`config.mk`:
```
export PLATFORM = sky130hd
export DESIGN_NAME = dcsk_rx_flat
export DESIGN_NICKNAME = d
export VERILOG_FILES = /design/src/rtl/dcsk_rx_if.sv /design/src/rtl/dcsk_rx.sv /design/src/flat_wrapper.sv
export SDC_FILE = /design/constraint.sdc
export NUM_CORES = 1
export LEC_CHECK = 0
export CORE_ASPECT_RATIO = 0.9
export CORE_MARGIN = 2
export CORE_UTILIZATION = 50
export CTS_CLUSTER_DIAMETER = 60
export DETAILED_ROUTE_END_ITERATION = 12
export HOLD_SLACK_MARGIN = 0.1
export PLACE_DENSITY = 0.7
export REMOVE_ABC_BUFFERS = 1
export SETUP_SLACK_MARGIN = 0.1
export SLEW_MARGIN = 20
export SYNTH_ARGS = -nofsm -noshare
export SYNTH_HDL_FRONTEND = slang
export SYNTH_SLANG_ARGS = --single-unit
export TNS_END_PERCENT = 20
```
`constraint.sdc`:
```
create_clock -name i_clk -period 4.6 [get_ports i_clk]
set_input_delay 0.69 -clock i_clk [delete_from_list [all_inputs] [get_ports i_clk]]
set_output_delay 0.69 -clock i_clk [all_outputs]
set_load 0.1 [all_outputs]
```
`src/rtl/dcsk_rx_if.sv`:
```
// -----------------------------------------------------------------------------
// dcsk_rx_if
//   Chip-stream / message bundle between a DCSK chip source and the dcsk_rx
//   demodulator.
//
//   Signals
//     i_rx        received chip
//     i_rx_valid  i_rx carries a chip this cycle
//     i_sf        spreading-factor code (0:SF2, 1:SF4, 2:SF8, 3:SF16)
//     i_clear     synchronous abort of the frame in progress
//     o_msg       last recovered message, held until the next frame completes
//     o_msg_valid one-cycle pulse when o_msg is updated
//     o_msg_err   qualifies o_msg_valid: a bit decision in the frame was a tie
//     o_busy      a frame is in progress
//
//   Modports
//     master  the chip source / message sink side
//     slave   the demodulator side
// -----------------------------------------------------------------------------
interface dcsk_rx_if #(
    parameter int MSG_W = 32,
    parameter int SF_W  = 2
);
    logic             i_rx;
    logic             i_rx_valid;
    logic [SF_W-1:0]  i_sf;
    logic             i_clear;
    logic [MSG_W-1:0] o_msg;
    logic             o_msg_valid;
    logic             o_msg_err;
    logic             o_busy;

    modport master (
        output i_rx, i_rx_valid, i_sf, i_clear,
        input  o_msg, o_msg_valid, o_msg_err, o_busy
    );

    modport slave (
        input  i_rx, i_rx_valid, i_sf, i_clear,
        output o_msg, o_msg_valid, o_msg_err, o_busy
    );
endinterface

```
`src/rtl/dcsk_rx.sv`:
```
// -----------------------------------------------------------------------------
// dcsk_rx
//   Binary DCSK receiver. Each message bit arrives as L reference chips
//   followed by L data chips (data = ref XOR bit), L = 2^(sf+1). The reference
//   half is buffered, the data half is compared chip by chip against it, and
//   the mismatch count decides the bit by majority. MSG_W bits (MSB first)
//   form one frame; the recovered word is presented with a one-cycle valid
//   pulse.
//
//   Ports
//     i_clk     system clock, rising edge
//     i_arst_n  asynchronous active-low reset
//     bus       dcsk_rx_if slave modport (chip input, control, message output)
// -----------------------------------------------------------------------------
module dcsk_rx #(
    parameter int MSG_W = 32,
    parameter int SF_W  = 2,
    parameter int MAX_L = 16
) (
    input  logic       i_clk,
    input  logic       i_arst_n,
    dcsk_rx_if.slave   bus
);

    localparam int CNT_W  = $clog2(MAX_L);   // chip index within a half
    localparam int MISM_W = CNT_W + 1;       // mismatch count 0..MAX_L
    localparam int BIT_W  = $clog2(MSG_W);   // bit index within a frame

    typedef enum logic [1:0] {
        IDLE,
        REF,
        DATA
    } state_t;

    state_t             state_q,    state_d;
    logic [CNT_W-1:0]   last_q,     last_d;      // L-1 for the current frame
    logic [CNT_W-1:0]   chip_cnt_q, chip_cnt_d;
    logic [MISM_W-1:0]  mism_q,     mism_d;
    logic [BIT_W-1:0]   bit_cnt_q,  bit_cnt_d;
    logic [MAX_L-1:0]   ref_q,      ref_d;
    logic [MSG_W-1:0]   shreg_q,    shreg_d;
    logic               err_q,      err_d;       // sticky tie flag
    logic [MSG_W-1:0]   msg_q,      msg_d;
    logic               msg_valid_q, msg_valid_d;
    logic               msg_err_q,  msg_err_d;
    logic               busy_q,     busy_d;

    // Decision datapath for the chip currently on the input.
    logic [MISM_W-1:0]  half_len;
    logic [MISM_W-1:0]  sf_half_len;
    logic [MISM_W-1:0]  mism_sum;
    logic [MISM_W:0]    twice_mism;
    logic               chip_last;
    logic               bit_dec;
    logic               bit_tie;
    logic [MSG_W-1:0]   shreg_next;

    // NOTE: every signal assigned here gets a default first so that no path
    // leaves it unassigned, which would otherwise infer a latch.
    always_comb begin
        state_d     = state_q;
        last_d      = last_q;
        chip_cnt_d  = chip_cnt_q;
        mism_d      = mism_q;
        bit_cnt_d   = bit_cnt_q;
        ref_d       = ref_q;
        shreg_d     = shreg_q;
        err_d       = err_q;
        msg_d       = msg_q;
        msg_valid_d = 1'b0;
        msg_err_d   = msg_err_q;

        // L = 2^(sf+1) written as 2 << sf so the shift amount cannot wrap.
        sf_half_len = MISM_W'(2) << bus.i_sf;
        half_len    = MISM_W'({1'b0, last_q}) + MISM_W'(1);
        chip_last   = (chip_cnt_q == last_q);
        mism_sum    = mism_q + MISM_W'(bus.i_rx ^ ref_q[chip_cnt_q]);
        // Compare 2*mism against L instead of mism against L/2: no rounding.
        twice_mism  = {mism_sum, 1'b0};
        bit_dec     = (twice_mism > {1'b0, half_len});
        bit_tie     = (twice_mism == {1'b0, half_len});
        shreg_next  = {shreg_q[MSG_W-2:0], bit_dec};

        if (bus.i_clear) begin
            // Abort wins over a chip in the same cycle; o_msg is left alone.
            state_d    = IDLE;
            chip_cnt_d = '0;
            mism_d     = '0;
            bit_cnt_d  = '0;
            err_d      = 1'b0;
        end else if (bus.i_rx_valid) begin
            unique case (state_q)
                IDLE: begin
                    last_d     = CNT_W'(sf_half_len - MISM_W'(1));
                    ref_d[0]   = bus.i_rx;
                    chip_cnt_d = CNT_W'(1);
                    mism_d     = '0;
                    bit_cnt_d  = '0;
                    err_d      = 1'b0;
                    state_d    = REF;
                end
                REF: begin
                    ref_d[chip_cnt_q] = bus.i_rx;
                    if (chip_last) begin
                        chip_cnt_d = '0;
                        state_d    = DATA;
                    end else begin
                        chip_cnt_d = chip_cnt_q + CNT_W'(1);
                    end
                end
                DATA: begin
                    if (chip_last) begin
                        shreg_d    = shreg_next;
                        mism_d     = '0;
                        chip_cnt_d = '0;
                        err_d      = err_q | bit_tie;
                        if (bit_cnt_q == BIT_W'(MSG_W - 1)) begin
                            msg_d       = shreg_next;
                            msg_valid_d = 1'b1;
                            msg_err_d   = err_q | bit_tie;
                            bit_cnt_d   = '0;
                            state_d     = IDLE;
                        end else begin
                            bit_cnt_d = bit_cnt_q + BIT_W'(1);
                            state_d   = REF;
                        end
                    end else begin
                        mism_d     = mism_sum;
                        chip_cnt_d = chip_cnt_q + CNT_W'(1);
                    end
                end
                default: state_d = IDLE;
            endcase
        end

        busy_d = (state_d != IDLE);
    end

    // NOTE: non-blocking assignments only in clocked logic, so every flop
    // samples the values from before this edge regardless of statement order.
    // NOTE: the reference buffer is a small flop array, so it is reset along
    // with the rest of the state; no stale chips survive a reset.
    always_ff @(posedge i_clk or negedge i_arst_n) begin
        if (!i_arst_n) begin
            state_q     <= IDLE;
            last_q      <= '0;
            chip_cnt_q  <= '0;
            mism_q      <= '0;
            bit_cnt_q   <= '0;
            ref_q       <= '0;
            shreg_q     <= '0;
            err_q       <= 1'b0;
            msg_q       <= '0;
            msg_valid_q <= 1'b0;
            msg_err_q   <= 1'b0;
            busy_q      <= 1'b0;
        end else begin
            state_q     <= state_d;
            last_q      <= last_d;
            chip_cnt_q  <= chip_cnt_d;
            mism_q      <= mism_d;
            bit_cnt_q   <= bit_cnt_d;
            ref_q       <= ref_d;
            shreg_q     <= shreg_d;
            err_q       <= err_d;
            msg_q       <= msg_d;
            msg_valid_q <= msg_valid_d;
            msg_err_q   <= msg_err_d;
            busy_q      <= busy_d;
        end
    end

    assign bus.o_msg       = msg_q;
    assign bus.o_msg_valid = msg_valid_q;
    assign bus.o_msg_err   = msg_err_q;
    assign bus.o_busy      = busy_q;

endmodule

```
`src/flat_wrapper.sv`:
```
// flat-port wrapper written by rule: the top's interface ports become plain ports
module dcsk_rx_flat 
#(
    parameter int MSG_W = 32,
    parameter int SF_W  = 2,
    parameter int MAX_L = 16
)
  (i_clk, i_arst_n, bus_i_rx, bus_i_rx_valid, bus_i_sf, bus_i_clear, bus_o_msg, bus_o_msg_valid, bus_o_msg_err, bus_o_busy);
  dcsk_rx_if #(.MSG_W(MSG_W), .SF_W(SF_W)) bus_i ();
  input  logic i_clk;
  input  logic i_arst_n;
  input wire logic [$bits(bus_i.i_rx)-1:0] bus_i_rx;
  input wire logic [$bits(bus_i.i_rx_valid)-1:0] bus_i_rx_valid;
  input wire logic [$bits(bus_i.i_sf)-1:0] bus_i_sf;
  input wire logic [$bits(bus_i.i_clear)-1:0] bus_i_clear;
  output wire logic [$bits(bus_i.o_msg)-1:0] bus_o_msg;
  output wire logic [$bits(bus_i.o_msg_valid)-1:0] bus_o_msg_valid;
  output wire logic [$bits(bus_i.o_msg_err)-1:0] bus_o_msg_err;
  output wire logic [$bits(bus_i.o_busy)-1:0] bus_o_busy;
  assign bus_i.i_rx = bus_i_rx;
  assign bus_i.i_rx_valid = bus_i_rx_valid;
  assign bus_i.i_sf = bus_i_sf;
  assign bus_i.i_clear = bus_i_clear;
  assign bus_o_msg = bus_i.o_msg;
  assign bus_o_msg_valid = bus_i.o_msg_valid;
  assign bus_o_msg_err = bus_i.o_msg_err;
  assign bus_o_busy = bus_i.o_busy;
  dcsk_rx #(.MSG_W(MSG_W), .SF_W(SF_W), .MAX_L(MAX_L)) u_core (.i_clk(i_clk), .i_arst_n(i_arst_n), .bus(bus_i));
endmodule
```
==> flow_summary.yaml <==
outcome:
  run_status: "completed"
power:
  power.internal_mw: 1.213
  p_sw_share_pct: 26.73
  p_switching_uw: 442.4
  p_per_area_nw_per_um2: 299.1
  seqPwrFrac_pct: 56.7
  ir_drop_v: 0.0001892
  power.total_mw: 1.655
  comb_power_share_pct: 9.7
  p_clk_share_pct: 33.7
  p_leak_nw: 2.577
cells_and_area:
  area_growth_pct: 12.69
  n_antenna_cell: 0
  drive_above_1_share_pct: 25.92
  final_nets: 427
cts:
  insertion_delay_ps: 360
  ctsResizeCount: 0
  cts_root_buffer: "clkbuf_8"
  clk_pin_slew_ps: 100
  htree_levels: 3
  holdBufCountCts: 0
  cts_max_path_buffers: 2
  cts_buffers: 9
  cts_tree: "built"
  cts_setup_buffers: 0
  clkSinkCount: 103
floorplan:
  core-area_um2: 9614
  start_util_pct: 51.08
  fp.dieW_um: 108.5
  dieArea_um2: 10630
  pin_count: 42
  fp.dieH_um: 98.02
  rows: 34
hold_path:
  hold_path.class: "input pin to async pin"
placed_design:
  gp_congestion: 0.8696
  hpwl_um: 5754
  numPortBuffers: 41
yosys:
  synthTopCellsByCount: "dfrtp_1, mux2_2, mux2_4"
  synth_most_common_cell: "dfrtp_1"
  ys_warn_count: 0
  synth_area_um2: 4911
  synth.avg_cell_area_um2: 13.35
  synth_largest_area_cell: "dfrtp_1"
  synth-edff-count: 0
  synth-main-ff-cell: "dfrtp_1"
  ys_seq_elements: 103
  synth_top_area_share_pct: 52.48
  synthDistinctLibCells: 49
  async_flop_share_pct: 100.0
  ys_seq_area_share_pct: 52.48
  synthCells: 368
  yosys-top-cells-area: "dfrtp_1, mux2_2, mux2_4"
routing:
  drt_iter0_drc: 93
  wirelength_um: 8455
  vias: 2896
  wl_per_cell_um: 15.80
  drtAntennaViolNets: 0
  first_pass_iters: 4
  viasPerCell: 5.413
  drcViolationCount: 0
sta:
  min_period_over_period_pct: 81.98
  relSlewSlack_pct: 32.98
  rsz0062_at_grt: "no"
  fin_worst_skew_ps: 14.67
  setup_tns_ps: 0
  finalHoldViolations: 0
  setup_violations: 0
  max_freq_ghz: 0.2652
  worstMarginPinSlew_ps: 1002
  fin_crit_ps: 3771
  slew_violations: 0
worst_setup_path:
  cp.arrival_ps: 4020
  path_class: "flop to flop"
  required_ps: 4840
  endpoint_kind: "flop"
  cp-start-kind: "flop"
  cp_max_fo: 10
run:
  drv_cap: 0
global_route:
  grt_pass1_vias: 3019
  grtUsageTotal_pct: 17.70
  antenna_found_initial: 0
  grt_pass1_wl_um: 15090
  grt-ovfl-total: 0
  grt_max_degree: 65
## area by class of cell
type / count / area [um2]
fill: 811 / 4080
sequential: 103 / 2577
multi-input combinational: 239 / 2155
timing repair buffer: 42 / 415.4
tap: 126 / 157.7
clock buffer: 10 / 137.6
clock inverter: 6 / 57.56
inverter: 9 / 33.78
## worst paths after layout
path	start	to	slack (ps)	depth (start not counted)
min in group i_clk	u_core.bus.o_msg[20]$_DFFE_PN0P_	u_core.bus.o_msg[20]$_DFFE_PN0P_	500	1
max reg2reg	u_core.chip_cnt_q[0]$_DFFE_PN0P_	u_core.bus.o_msg[0]$_DFFE_PN0P_	830	11
min reg2reg	u_core.bus.o_msg[20]$_DFFE_PN0P_	u_core.bus.o_msg[20]$_DFFE_PN0P_	500	1
min	i_arst_n	u_core.chip_cnt_q[3]$_DFFE_PN0P_	400	1
max in group asynchronous	i_arst_n	u_core.bus.o_msg[22]$_DFFE_PN0P_	3190	2
max	u_core.chip_cnt_q[0]$_DFFE_PN0P_	u_core.bus.o_msg[0]$_DFFE_PN0P_	830	11
## cell usage in the layout, fill, tap and decap left out, types with 3 or more instances in the layout
master,instances
xnor2_1,8
dfrtp_1,103
mux2_1,3
nor2_1,20
clkdlybuf4s50_1,40
and3_1,3
a21oi_1,8
inv_1,8
mux4_2,5
clkbuf_8,10
xor2_1,6
nand2_1,19
nand4_1,5
nor3_1,8
o21ai_0,12
nand3_1,7
mux2_2,49
mux2_4,30
nand2b_1,7
nor2b_1,4
ha_1,16
## flip-flops by register name (all words and copies together), names as in the netlist, 2 cells and up
name and flops:
u_core.chip_cnt_q 4, u_core.bus.o_msg 32, u_core.state_q 2, u_core.mism_q 5
u_core.shreg_q 31, u_core.last_q 4, u_core.ref_q 16, u_core.bit_cnt_q 5
## layer usage
metal	global-route usage (%)	vias up	wire, um
met5	0	-	0
li1	-	1377	-
met4	4.339	0	82
met1	25.20	1469	4084
met3	3.338	7	247
met2	28.17	43	4040
## cells by family after synthesis
kind of cell / share of synthesized area (%)
DFF: 52.48
muxes: 23.59
and+or+nand+nor: 8.535
AOI/OAI and AO/OA: 5.173
buffers and inverters: 3.643
adders and majority gates: 4.076
xor gates and xnor gates: 2.497
## critical path: stages (launching register included)
cell and delay, ps:
dfrtp_1 630, mux4_2 550, mux4_2 490, xor2_1 160
ha_1 240, ha_1 230, xor2_1 150, ha_1 310
and3_1 200, a221oi_1 270, o21ai_0 140, mux2_2 280
## power groups by stage
stage | clock [mW] | combinational [mW] | sequential [mW]
after floorplan | 0 | 0.101 | 0.959
after global placement | 0 | 0.157 | 0.956
after detailed placement | 0 | 0.161 | 0.956
after CTS | 0.576 | 0.162 | 0.938
after global routing | 0.616 | 0.182 | 0.941
final | 0.557 | 0.160 | 0.938
## stage by stage
stage	std cells	utilization (%)	cell area (um2)	hold WS (ps)	setup slack, ps
2_1_floorplan	351	-	4766	394.4	1116
3_3_place_gp	519	55.53	5339	472.3	932.5
3_5_place_dp	519	55.53	5339	481.6	842.7
4_1_cts	535	57.56	5534	437.3	824.3
5_1_grt	535	57.56	5534	484.0	651.0
6_report	535	57.56	5534	403.2	828.9
Power figures use the tool's default switching activity.
==> edit: new RTL, same flow settings <==
`MAX_L` is set to 16 in 2 places; all go to 8.
--- a/src/rtl/dcsk_rx.sv
+++ b/src/rtl/dcsk_rx.sv
@@ -15,7 +15,7 @@
 module dcsk_rx #(
     parameter int MSG_W = 32,
     parameter int SF_W  = 2,
-    parameter int MAX_L = 16
+    parameter int MAX_L = 8
 ) (
     input  logic       i_clk,
     input  logic       i_arst_n,
--- a/src/flat_wrapper.sv
+++ b/src/flat_wrapper.sv
@@ -3,7 +3,7 @@
 #(
     parameter int MSG_W = 32,
     parameter int SF_W  = 2,
-    parameter int MAX_L = 16
+    parameter int MAX_L = 8
 )
   (i_clk, i_arst_n, bus_i_rx, bus_i_rx_valid, bus_i_sf, bus_i_clear, bus_o_msg, bus_o_msg_valid, bus_o_msg_err, bus_o_busy);
   dcsk_rx_if #(.MSG_W(MSG_W), .SF_W(SF_W)) bus_i ();
Behaviour: no difference found for any inputs over 4 cycles, from zero or initial values and one cycle with i_arst_n low; that may be too few to reach the edited logic, so the function may still have changed.
==> edit against the original RTL <==
- routed wire length is 20% lower
- power is 8.0% lower
- non-clock buffer count stayed put
- sequential cell count is 11 lower
- via count is 15% lower
- cell area is 14% lower
- critical path depth is 1 lower
- worst setup slack better by 0.51 ns
- area after synthesis is 15% lower
==> edit: results (changes against the original RTL) <==
[sta]
fin_skew_ns=0.0100  ; was 0.0147 ns
worst_pin_slew_ns=0.984  ; was 1.00 ns

[routing]
wl_per_cell_um=15.1  ; was 15.8 um
viasPerCell=5.48  ; was 5.41
drtIter0Drc=111  ; was 93
routed.top_layer=met4  ; unchanged
wl_met1_mm=3.44  ; was 4.08 mm
route.met2.wl_mm=3.00  ; was 4.04 mm
dr_wl_met3_um=182  ; was 247 um
firstDrtPassIters=4  ; unchanged

[global_route]
grtUsageTotal_pct=16.4  ; was 17.7%
grt_max_degree=63  ; was 65
grt_first_pass_wirelength_mm=11.9  ; was 15.1 mm
grt_pass1_vias=2479  ; was 3019
antenna_found_initial=0  ; unchanged

[synth]
async_reset_ff_share_pct=100  ; unchanged
synth-compound-area-share_pct=5.60  ; was 5.17%
synth_xor_area_share_pct=2.29  ; was 2.50%
synth-seq-area-share_pct=55.4  ; was 52.5%
synthTopCellsByCount=dfrtp_1 (92), mux2_2 (70), nor2_1 (14), ha_1 (13)  ; was dfrtp_1 (103), mux2_2 (49), mux2_4 (30), nor2_1 (20), nand2_1 (19)
synth.mux.area_fraction_pct=21.1  ; was 23.6%
synth_cell_types=46  ; was 49
synth_adder_area_share_pct=3.92  ; was 4.08%
yosys_warnings=0  ; unchanged
synth.area.top_cells=dfrtp_1 (55%), mux2_2 (19%), ha_1 (3.9%)  ; was dfrtp_1 (52%), mux2_2 (11%), mux2_4 (9.2%)

[clock_tree]
htree_levels=3  ; unchanged
path_clk_slew_ns=0.08  ; was 0.10 ns
cts_resized=0  ; unchanged
post_cts_buffers=0  ; unchanged
cts-root-buf=clkbuf_8  ; unchanged
numCtsBuffers=9  ; unchanged
clk_path_buf_depth=2  ; unchanged

[placement]
gp_congestion=0.785  ; was 0.870
place_area_sq_mm=0.00457  ; was 0.00534 sq mm
io_buffers=41  ; unchanged
place_hpwl_mm=4.49  ; was 5.75 mm

[run_status]
outcome=finished, final reports clean  ; unchanged

[critical_path]
cp_slowest_cell=dfrtp_1  ; unchanged
worst-path-max-fanout=16  ; was 10
cpLargestDelayFamily=multiplexers  ; unchanged
max_stage_delay_ns=0.72  ; was 0.63 ns

[cells_and_area]
final_net_count=365  ; was 427
diodes=0  ; unchanged
largest_reg_flops=32  ; unchanged
fillers=667  ; was 811
drive_gt1_share_pct=27.5  ; was 25.9%

[pwr]
p_leak_nw=2.27  ; was 2.58 nW
ir_drop_mv=0.192  ; was 0.189 mV

[hold_path]
hold_path.class=primary input to async pin  ; unchanged

[die]
rows=31  ; was 34

edit: kinds of logic after synthesis:
family / Yosys count
DFF: 92
muxes: 76
and+or+nand+nor: 60
AOI/OAI and AO/OA: 34
buffers and inverters: 23
adders and majority gates: 13
xor gates and xnor gates: 10
edit: worst reg2reg max path: cells and delay by family, from the launching register on:
family | cells | cell delay, ns
multiplexers | 3 | 1.05
adder cells (fa/ha/maj) | 3 | 0.86
flip-flops | 1 | 0.72
AO/OA/AOI/OAI | 3 | 0.43
XOR/XNOR | 1 | 0.10
edit: final timing paths:
| check | slack, ns | cells after the start | end | start |
|---|---|---|---|---|
| max reg2reg | 1.33 | 10 | u_core.shreg_q[0] | u_core.chip_cnt_q[0] |
| max in group asynchronous | 3.30 | 2 | u_core.shreg_q[19] | i_arst_n |
| min reg2reg | 0.49 | 1 | u_core.bus.o_msg[14] | u_core.bus.o_msg[14] |
| max | 1.33 | 10 | u_core.shreg_q[0] | u_core.chip_cnt_q[0] |
| min | 0.39 | 1 | u_core.ref_q[1] | i_arst_n |
| min in group i_clk | 0.49 | 1 | u_core.bus.o_msg[14] | u_core.bus.o_msg[14] |
edit: report_power, final:
part	total [mW]	switching, mW	internal, mW
clock	0.532	0.278	0.254
combinational	0.148	0.0864	0.0616
sequential	0.843	0.0202	0.823
total	1.52	0.385	1.14
edit: final cells by class:
type                    instances  area (sq um)  share of cell area (%)
clock buffers                   9           124                    2.60
clock inverters                 6          72.6                    1.52
well taps                      99           124                    2.60
inverters                       7          26.3                   0.551
flip-flops and latches         92          2300                    48.3
multi-input cells             193          1710                    35.8
repair buffers                 42           415                    8.71
edit: routing by layer:
metal / vias up / track usage, %
met2: 39 / 23.9
met4: 0 / 6.85
met5: - / 0
li1: 1180 / -
met1: 1223 / 24.3
met3: 12 / 2.79
edit: metrics by stage:
| step | hold WS (ns) | setup slack, ns | instances | total power, mW |
|---|---|---|---|---|
| finish | 0.391 | 1.33 | 448 | 1.52 |
| global route | 0.451 | 1.08 | 448 | 1.60 |
| CTS | 0.437 | 1.34 | 448 | 1.55 |
| detailed placement | 0.474 | 1.26 | 433 | 1.01 |
| global placement | 0.470 | 1.36 | 433 | 1.00 |
| floorplan | 0.394 | 1.66 | 292 | 0.957 |
